===== config.mk =====
export PLATFORM = sky130hd
export DESIGN_NAME = ext_buf_loader
export DESIGN_NICKNAME = d
export VERILOG_FILES = /design/src/rtl/ext_buf_loader.sv
export SDC_FILE = /design/constraint.sdc
export NUM_CORES = 1
export LEC_CHECK = 0
export CORE_AREA = 2 2 162 164
export CTS_CLUSTER_SIZE = 16
export DETAILED_ROUTE_END_ITERATION = 12
export DIE_AREA = 0 0 164 166
export SYNTH_ARGS = -nofsm -noshare
export SYNTH_HDL_FRONTEND = slang
export SYNTH_SLANG_ARGS = --single-unit

===== constraint.sdc =====
create_clock -name clk -period 4.6 [get_ports clk]
set_input_delay 0.46 -clock clk [delete_from_list [all_inputs] [get_ports clk]]
set_output_delay 0.46 -clock clk [all_outputs]
set_load 0.05 [all_outputs]

===== src/rtl/ext_buf_loader.sv =====
// Loader that streams a row-major tile from an external 32-bit BRAM into the
// A or W operand buffer through its one-hot per-bank external write port.
module ext_buf_loader #(
  parameter int unsigned ARRAY_N        = 16,
  parameter int unsigned ARRAY_M        = 16,
  parameter int unsigned RAM_SIZE       = 1024,
  parameter int unsigned ADDR_WIDTH     = $clog2(RAM_SIZE),
  parameter int unsigned EXT_ADDR_WIDTH = 16
) (
  input  logic                        clk,
  input  logic                        reset,
  input  logic                        start,
  input  logic                        sel,
  input  logic [$clog2(ARRAY_N):0]    num_banks,
  input  logic [ADDR_WIDTH:0]         depth,
  input  logic [EXT_ADDR_WIDTH-1:0]   ext_base_addr,
  input  logic [ADDR_WIDTH-1:0]       buf_base_addr,
  output logic                        ext_rd_en,
  output logic [EXT_ADDR_WIDTH-1:0]   ext_rd_addr,
  input  logic [31:0]                 ext_rd_data,
  output logic [31:0]                 ram_w_data,
  output logic [ADDR_WIDTH-1:0]       ram_w_addr,
  output logic [ARRAY_N-1:0]          a_ram_w_en,
  output logic [ARRAY_M-1:0]          w_ram_w_en,
  output logic                        busy,
  output logic                        done
);

  localparam int unsigned MAXB = (ARRAY_N > ARRAY_M) ? ARRAY_N : ARRAY_M;
  localparam int unsigned CW   = $clog2(MAXB) + 1;
  localparam int unsigned DW   = ADDR_WIDTH + 1;
  localparam logic [ADDR_WIDTH-1:0] LAST_ADDR = ADDR_WIDTH'(RAM_SIZE - 1);

  typedef enum logic [1:0] {IDLE, ISSUE, DRAIN, FIN} state_t;

  state_t                state;
  logic                  sel_lat;
  logic [CW-1:0]         nb_lat;
  logic [DW-1:0]         depth_lat;
  logic [ADDR_WIDTH-1:0] buf_base_lat;
  logic [CW-1:0]         rd_bank;
  logic [DW-1:0]         rd_k;
  logic [ADDR_WIDTH-1:0] rd_buf;
  logic                  drain_cnt;

  logic [CW-1:0]         nb_req;
  logic [CW-1:0]         nb_lim;
  logic [CW-1:0]         nb_eff;
  logic                  last_k;
  logic                  last_bank;
  logic [ADDR_WIDTH-1:0] next_buf;

  logic                  s1_valid;
  logic [CW-1:0]         s1_bank;
  logic [ADDR_WIDTH-1:0] s1_addr;
  logic [ARRAY_N-1:0]    a_onehot;
  logic [ARRAY_M-1:0]    w_onehot;

  always_comb begin
    nb_req    = CW'(num_banks);
    nb_lim    = sel ? CW'(ARRAY_M) : CW'(ARRAY_N);
    nb_eff    = (nb_req > nb_lim) ? nb_lim : nb_req;
    last_k    = (rd_k == depth_lat - DW'(1));
    last_bank = (rd_bank == nb_lat - CW'(1));
    next_buf  = (rd_buf == LAST_ADDR) ? '0 : rd_buf + ADDR_WIDTH'(1);
    a_onehot  = ARRAY_N'(1) << s1_bank;
    w_onehot  = ARRAY_M'(1) << s1_bank;
  end

  // The issue registers hold the element currently on the read port; the
  // external address simply counts up since traversal is row-major.
  always_ff @(posedge clk or negedge reset) begin
    if (!reset) begin
      state        <= IDLE;
      sel_lat      <= 1'b0;
      nb_lat       <= '0;
      depth_lat    <= '0;
      buf_base_lat <= '0;
      rd_bank      <= '0;
      rd_k         <= '0;
      rd_buf       <= '0;
      drain_cnt    <= 1'b0;
      ext_rd_en    <= 1'b0;
      ext_rd_addr  <= '0;
      busy         <= 1'b0;
      done         <= 1'b0;
    end else begin
      case (state)
        IDLE: begin
          if (start) begin
            sel_lat      <= sel;
            nb_lat       <= nb_eff;
            depth_lat    <= depth;
            buf_base_lat <= buf_base_addr;
            rd_bank      <= '0;
            rd_k         <= '0;
            rd_buf       <= buf_base_addr;
            ext_rd_addr  <= ext_base_addr;
            busy         <= 1'b1;
            if (nb_eff == '0 || depth == '0) begin
              state <= FIN;
            end else begin
              ext_rd_en <= 1'b1;
              state     <= ISSUE;
            end
          end
        end
        ISSUE: begin
          if (last_k && last_bank) begin
            ext_rd_en <= 1'b0;
            drain_cnt <= 1'b0;
            state     <= DRAIN;
          end else begin
            ext_rd_addr <= ext_rd_addr + EXT_ADDR_WIDTH'(1);
            if (last_k) begin
              rd_k    <= '0;
              rd_bank <= rd_bank + CW'(1);
              rd_buf  <= buf_base_lat;
            end else begin
              rd_k   <= rd_k + DW'(1);
              rd_buf <= next_buf;
            end
          end
        end
        DRAIN: begin
          if (drain_cnt) begin
            busy  <= 1'b0;
            done  <= 1'b1;
            state <= FIN;
          end else begin
            drain_cnt <= 1'b1;
          end
        end
        FIN: begin
          // Empty transfers arrive here with done still low and spend one
          // busy cycle before the pulse; drained transfers arrive with it set.
          if (!done) begin
            busy <= 1'b0;
            done <= 1'b1;
          end else begin
            done  <= 1'b0;
            state <= IDLE;
          end
        end
        default: state <= IDLE;
      endcase
    end
  end

  always_ff @(posedge clk or negedge reset) begin
    if (!reset) begin
      s1_valid   <= 1'b0;
      s1_bank    <= '0;
      s1_addr    <= '0;
      a_ram_w_en <= '0;
      w_ram_w_en <= '0;
      ram_w_addr <= '0;
      ram_w_data <= '0;
    end else begin
      s1_valid   <= ext_rd_en;
      s1_bank    <= rd_bank;
      s1_addr    <= rd_buf;
      a_ram_w_en <= (s1_valid && !sel_lat) ? a_onehot : '0;
      w_ram_w_en <= (s1_valid &&  sel_lat) ? w_onehot : '0;
      ram_w_addr <= s1_addr;
      ram_w_data <= ext_rd_data;
    end
  end

endmodule


==> results of run 1 <==
[synthesized netlist by cell type (all sizes together) (7+ instances only)]
| library cell | number |
|---|---|
| o22ai | 11 |
| dfrtp | 165 |
| nand3b | 7 |
| mux2 | 23 |
| buf | 11 |
| a31oi | 14 |
| mux2i | 15 |
| a21oi | 24 |
| nor3 | 25 |
| nand2b | 12 |
| nand2 | 49 |
| inv | 40 |
| or4 | 10 |
| nand3 | 24 |
| o221ai | 7 |
| nand4 | 10 |
| o21ai | 34 |
| ha | 10 |
| a211oi | 7 |
| nor4 | 8 |
| clkbuf | 27 |
| xor2 | 10 |
| nor2 | 67 |
| or3 | 10 |
| xnor2 | 13 |
[worst max-delay path, stage by stage, from the launching register on]
cell and delay (ns):
dfrtp_1 0.40, inv_1 0.11, ha_2 0.63, inv_1 0.55
o21a_1 0.51, a21oi_4 0.60, o221ai_1 0.19
[cell families (layout without fill, tap and decap cells)]
group,count (synthesis),count (layout)
and+or+nand+nor,255,255
DFF,165,165
AOI/OAI and AO/OA,146,146
buffers and inverters,78,249
muxes,38,38
xor gates and xnor gates,23,23
adders and majority gates,10,10
[worst min-delay path by stage]
stage / from / slack [ns] / endpoint
2_1_floorplan: reset / 0.16 / a_ram_w_en[0]
3_3_place_gp: s1_addr[4] / 0.33 / ram_w_addr[4]
3_5_place_dp: s1_addr[2] / 0.33 / ram_w_addr[2]
4_1_cts: reset / 0.11 / ram_w_data[9]
5_1_grt: reset / 0.14 / ram_w_data[9]
6_report: reset / 0.08 / ram_w_data[9]
[flip-flops by register name, indices dropped and copies added (netlist names), 10 cells and up]
register / count
ram_w_addr: 10
ext_rd_addr: 16
s1_addr: 10
ram_w_data: 32
depth_lat: 11
rd_k: 11
a_ram_w_en: 16
w_ram_w_en: 16
rd_buf: 10
buf_base_lat: 10
[through the flow]
stage / worst slack (ns) / utilization, % / area, µm² / std cells / power, µW
after floorplan: 1.943 / - / 7582 / 715 / 4216
after CTS: 1.397 / 39.70 / 10170 / 1221 / 6490
final: 1.409 / 39.70 / 10170 / 1221 / 6420
after global placement: 1.538 / 37.33 / 9562 / 1189 / 4987
after global routing: 1.100 / 39.70 / 10170 / 1221 / 6893
after detailed placement: 1.412 / 37.33 / 9562 / 1189 / 5034
[power groups by stage]
stage	registers (µW)	clock network (µW)	logic (µW)
6_report	2290	1420	2710
5_1_grt	2360	1540	2990
4_1_cts	2290	1470	2730
3_5_place_dp	2320	0	2720
3_3_place_gp	2310	0	2680
2_1_floorplan	2660	0	1560
[metal layers]
| metal | share of wire (%) | routed length, µm | vias up | GRT usage (%) |
|---|---|---|---|---|
| met5 | 0 | 0 | - | 0 |
| met4 | 1.9 | 357 | 0 | 5.606 |
| met3 | 6.0 | 1141 | 24 | 2.722 |
| met2 | 48 | 9077 | 170 | 23.69 |
| met1 | 44 | 8448 | 2912 | 19.57 |
| li1 | - | - | 2893 | - |
[final cells by class]
cell class / instances / area (µm²) / share of cell area (%)
Multi-Input combinational cell: 472 / 3108 / 30.56
Tap cell: 335 / 419.2 / 4.122
Inverter: 40 / 150.1 / 1.477
Clock inverter: 15 / 181.4 / 1.784
Clock buffer: 17 / 425.4 / 4.184
Timing Repair Buffer: 177 / 1755 / 17.26
Sequential cell: 165 / 4129 / 40.61
==> results.yml, run 1 <==
global_routing:
  grt_pass1_vias: 5923
  grt_pass1_wl_mm: 31.69
  grt_max_degree: 86
  track_usage_pct: 14.69
  gr-total-overflow: 0
  antenna_found_initial: 0
drt:
  drtAntennaViolNets: 0
  dr.pass1.iters: 5
  drt_iter0_markers: 383
  wl_per_cell_um: 15.58
  drt_wl_total_mm: 19.02
  via_count: 5999
  viasPerCell: 4.913
  drc: 0
sta:
  setup_viol: 0
  post-route-min-period_ns: 3.191
  fin_crit_sh_pct: 69.37
  hold_ws_ns: 0.08476
  slew_viol_final: 0
  worst_slew_pin_slew_ns: 0.8432
  maxSlewHeadroom_pct: 43.36
  timing.fmax_mhz: 313.4
  rsz0062_at_grt: "no"
  setup_tns_ns: 0
  skew_ns: 0.007027
  hold_viol_final: 0
critical_path:
  crit_end: "rd_k[7]"
  start_kind: "flip-flop"
  ff2ff_path_depth: 6
  regToRegStartpoint: "state[1]"
  r2r-end: "rd_k[7]"
  startpoint: "state[1]"
  worstSetupPathType: "reg2reg"
  end_kind: "flip-flop"
  critPathMaxFanout: 38
  r2r_setup_slack_ns: 1.41
  required_ns: 4.87
  critPathArrivalTime_ns: 3.46
final_layout:
  final_common_cell: "clkdlybuf4s50_1"
  area_delta_synth_final_pct: 34.11
  diodes: 0
  nNetsFinal: 961
  drive_gt1_share_pct: 9.368
  final_cell_mix: "169 x clkdlybuf4s50_1, 165 x dfrtp_1, 67 x nor2_1"
  n_fill_cell: 2507
yosys:
  ys_ff_latch: 165
  synth_cell_type_count: 71
  synth_flop_cell: "dfrtp_1"
  synth_xor_area_share_pct: 2.657
  synth_top_area_cell: "dfrtp_1"
  synth_area_um2: 7582
  synth_warnings: 0
  synth.area.top_cells: "dfrtp_1 54%, mux2_2 3.4%, nor2_1 3.3%, nand2_1 2.4%, o21ai_0 2.0%"
  muxShareOfSynthArea_pct: 5.396
  synth_adder_area_share_pct: 1.650
  syn_nets: 803
  syn_avg_cell_area_um2: 10.60
  ys_seq_area_share_pct: 54.46
  postSynthCellCount: 715
  synth_compound_area_share_pct: 13.33
  synth_top_family_by_area: "simple AND/OR/NAND/NOR gates"
  async_flop_share_pct: 100.0
  synth_edf_count: 0
  synth_top_area_share_pct: 54.46
  synthSimpleGateAreaFrac_pct: 17.92
power_and_ir_drop:
  switchingPower_uw: 2766
  vdd_drop_max_v: 0.0003033
  cellPowerDensity_nw_per_um2: 631.4
  swShare_pct: 43.08
  leakage_uw: 0.004119
  power_frac_comb_pct: 42.2
  pwr-share-clk_pct: 22.2
  pwr-share-seq_pct: 35.6
  intPower_uw: 3654
placed_design:
  gp_congestion: 0.8051
  dp_hpwl_mm: 13.61
  portBuffers: 170
cts:
  cts_tree: "built"
  path_clk_slew_ns: 0.07
  cts-buffers-inserted: 17
  postCtsSetupBuffers: 0
  htreeDepth: 4
  cts_resized: 0
  clock_latency_ns: 0.43
  clock_path_buffers: 2
  cts_hold_buf: 0
  clock-root-buffer: "clkbuf_16"
  cts_sinks: 165
status:
  status: "finished, final reports clean"
floorplan:
  design.core.area_um2: 25620
  die_width_um: 164
  pin_count: 171
  initial_core_util_pct: 29.60
  die_h_um: 166
  fp-row-count: 59
  die-area_um2: 27220
job:
  drv_cap: 0
worst_hold_path:
  hold_path_class: "in2async"
Power figures use the tool's default switching activity.
==> run 2: changes to the inputs <==
==> constraint.sdc (replaced) <==
create_clock -name clk -period 2.9 [get_ports clk]
set_input_delay 0.29 -clock clk [delete_from_list [all_inputs] [get_ports clk]]
set_output_delay 0.29 -clock clk [all_outputs]
set_load 0.05 [all_outputs]
==> run 2 against run 1 <==
Effect of this change:
- flip-flop and latch count is the same
- wire length increased by 2.0%
- fmax grew 15%
- hold slack gained 0.22 ns
- critical endpoint is now ext_rd_addr[9]
- largest cell class unchanged
==> results.yml, run 2 (synthesis gave the netlist of run 1 again) <==
critical_path:
  critPathArrivalTime_ns: 3.08
  required_ns: 3.21
  critPathTopFamily: "simple AND/OR/NAND/NOR gates"
  worstSetupPathType: "reg2reg"
  start_kind: "flip-flop"
  critPathMaxFanout: 25
  slowest_delay_ns: 0.54
  end_kind: "flip-flop"
  path_buf_inv: 2
  crit_chain: "or3_4 > or4_4 > a21oi_4 > o21bai_4 > nor4b_4 > buf_12 > buf_4 > o21ai_0 > nor3b_2"
  slowest_stage: "or4_4"
final_layout:
  final_common_cell: "clkdlybuf4s50_1"
  largest-register: "ram_w_data"
  area_delta_synth_final_pct: 37.29
  drive_gt1_share_pct: 12.24
  final_cell_mix: "169 x clkdlybuf4s50_1, 164 x dfrtp_1, 66 x nor2_1"
  diodes: 0
  nNetsFinal: 982
  largest_register_ffs: 32
status:
  status: "finished, final reports clean"
cts:
  cts_sinks: 165
  clock_path_buffers: 2
  clock_latency_ns: 0.42
  postCtsSetupBuffers: 0
  path_clk_slew_ns: 0.07
  htreeDepth: 4
  cts_tree: "built"
  cts-buffers-inserted: 17
  clock-root-buffer: "clkbuf_16"
floorplan:
  pin_count: 171
  die-area_um2: 27220
  initial_core_util_pct: 29.60
  die_h_um: 166
  fp-row-count: 59
  die_width_um: 164
  design.core.area_um2: 25620
global_routing:
  grt_pass1_vias: 5946
  antenna_found_initial: 0
  gr-total-overflow: 0
  grt_max_degree: 74
  track_usage_pct: 14.65
  grt_pass1_wl_mm: 31.40
power_and_ir_drop:
  p_total_uw: 10410
  cellPowerDensity_nw_per_um2: 999.9
  leakage_uw: 0.004239
  vdd_drop_max_v: 0.0004949
drt:
  drc: 0
  drt_wl_total_mm: 19.40
  wl_per_cell_um: 15.62
  dr.pass1.iters: 6
  drt_iter0_markers: 404
  drtAntennaViolNets: 0
  viasPerCell: 4.853
  via_count: 6028
sta:
  maxSlewHeadroom_pct: 55.68
  worst_slew_pin_slew_ns: 0.6648
  slew_viol_final: 0
  setup_viol: 0
  fin_crit_sh_pct: 95.38
  hold_viol_final: 0
  post-route-min-period_ns: 2.766
  skew_ns: 0.008817
  timing.fmax_mhz: 361.5
  layout_setup_ws_ns: 0.1340
worst_hold_path:
  hold_path_class: "in2reg"
placed_design:
  gp_congestion: 0.8639
  post-place-ws_ns: -0.06182
  portBuffers: 170
  dp_hpwl_mm: 13.79
job:
  drv_cap: 0
==> run 2: stage by stage <==
step / std cells / util, % / instance area (µm²) / hold WS (ns) / setup TNS [ns]
after floorplan: 715 / - / 7582 / -0.005591 / 0
after global placement: 1208 / 37.98 / 9729 / 0.3333 / 0
after detailed placement: 1208 / 37.98 / 9729 / 0.3347 / -0.2720
after CTS: 1242 / 40.42 / 10350 / 0.2796 / 0
after global routing: 1242 / 40.64 / 10410 / 0.2742 / -0.004467
final: 1242 / 40.64 / 10410 / 0.3007 / 0
==> run 2: what timing repair did <==
| action | in CTS | in global routing |
|---|---|---|
| gates resized for setup | 1 | 12 |
| setup endpoints to repair | 18 | 31 |
| hold buffers | 1 | 0 |
| hold endpoints to repair | 70 | 0 |
| cloned | 1 | 0 |
| pin swaps | 1 | 0 |
==> run 2: worst register-to-register path, cell delays in order, from the launching register on <==
cell and delay [ns]:
dfrtp_2 0.46, or3_4 0.42, or4_4 0.54, a21oi_4 0.20
o21bai_4 0.13, nor4b_4 0.28, buf_12 0.22, buf_4 0.17
o21ai_0 0.07, nor3b_2 0.15
==> run 2: final timing paths <==
check	slack, ns	end	cells after the start	startpoint
worst max-delay path	0.13	ext_rd_addr[9]	9	depth_lat[3]
worst min-delay path	0.30	ram_w_data[3]	1	ext_rd_data[3]
worst max register to register	0.13	ext_rd_addr[9]	9	depth_lat[3]
worst min register to register	0.35	ram_w_addr[3]	0	s1_addr[3]
max in group asynchronous	1.65	depth_lat[3]	3	reset
min in group asynchronous	0.44	ram_w_data[9]	2	reset
==> run 2: metal layers <==
layer / routed length [µm] / up-vias / global-route usage [%] / share of wire, %
met5: 0 / - / 0 / 0
met4: 372 / 0 / 4.844 / 1.9
met3: 1020 / 21 / 3.122 / 5.3
met2: 9399 / 183 / 23.84 / 48
met1: 8603 / 2898 / 19.36 / 44
li1: - / 2926 / - / -
==> run 2: layout make-up <==
class	instances	area, µm²
fillers	2468	15210
flip-flops and latches	165	4130
multi-input cells	473	3178
repair buffers	197	1933
clock buffers	17	425.4
well taps	335	419.2
clock inverters	15	173.9
inverters	40	150.1
==> run 2: report_power, final <==
part / leakage [µW] / internal, µW / total (µW) / switching (µW)
Combinational: 0.00192 / 1810 / 4550 / 2740
Clock: 0.000293 / 1170 / 2250 / 1080
Sequential: 0.00203 / 2950 / 3610 / 657
Total: 0.00424 / 5930 / 10400 / 4480
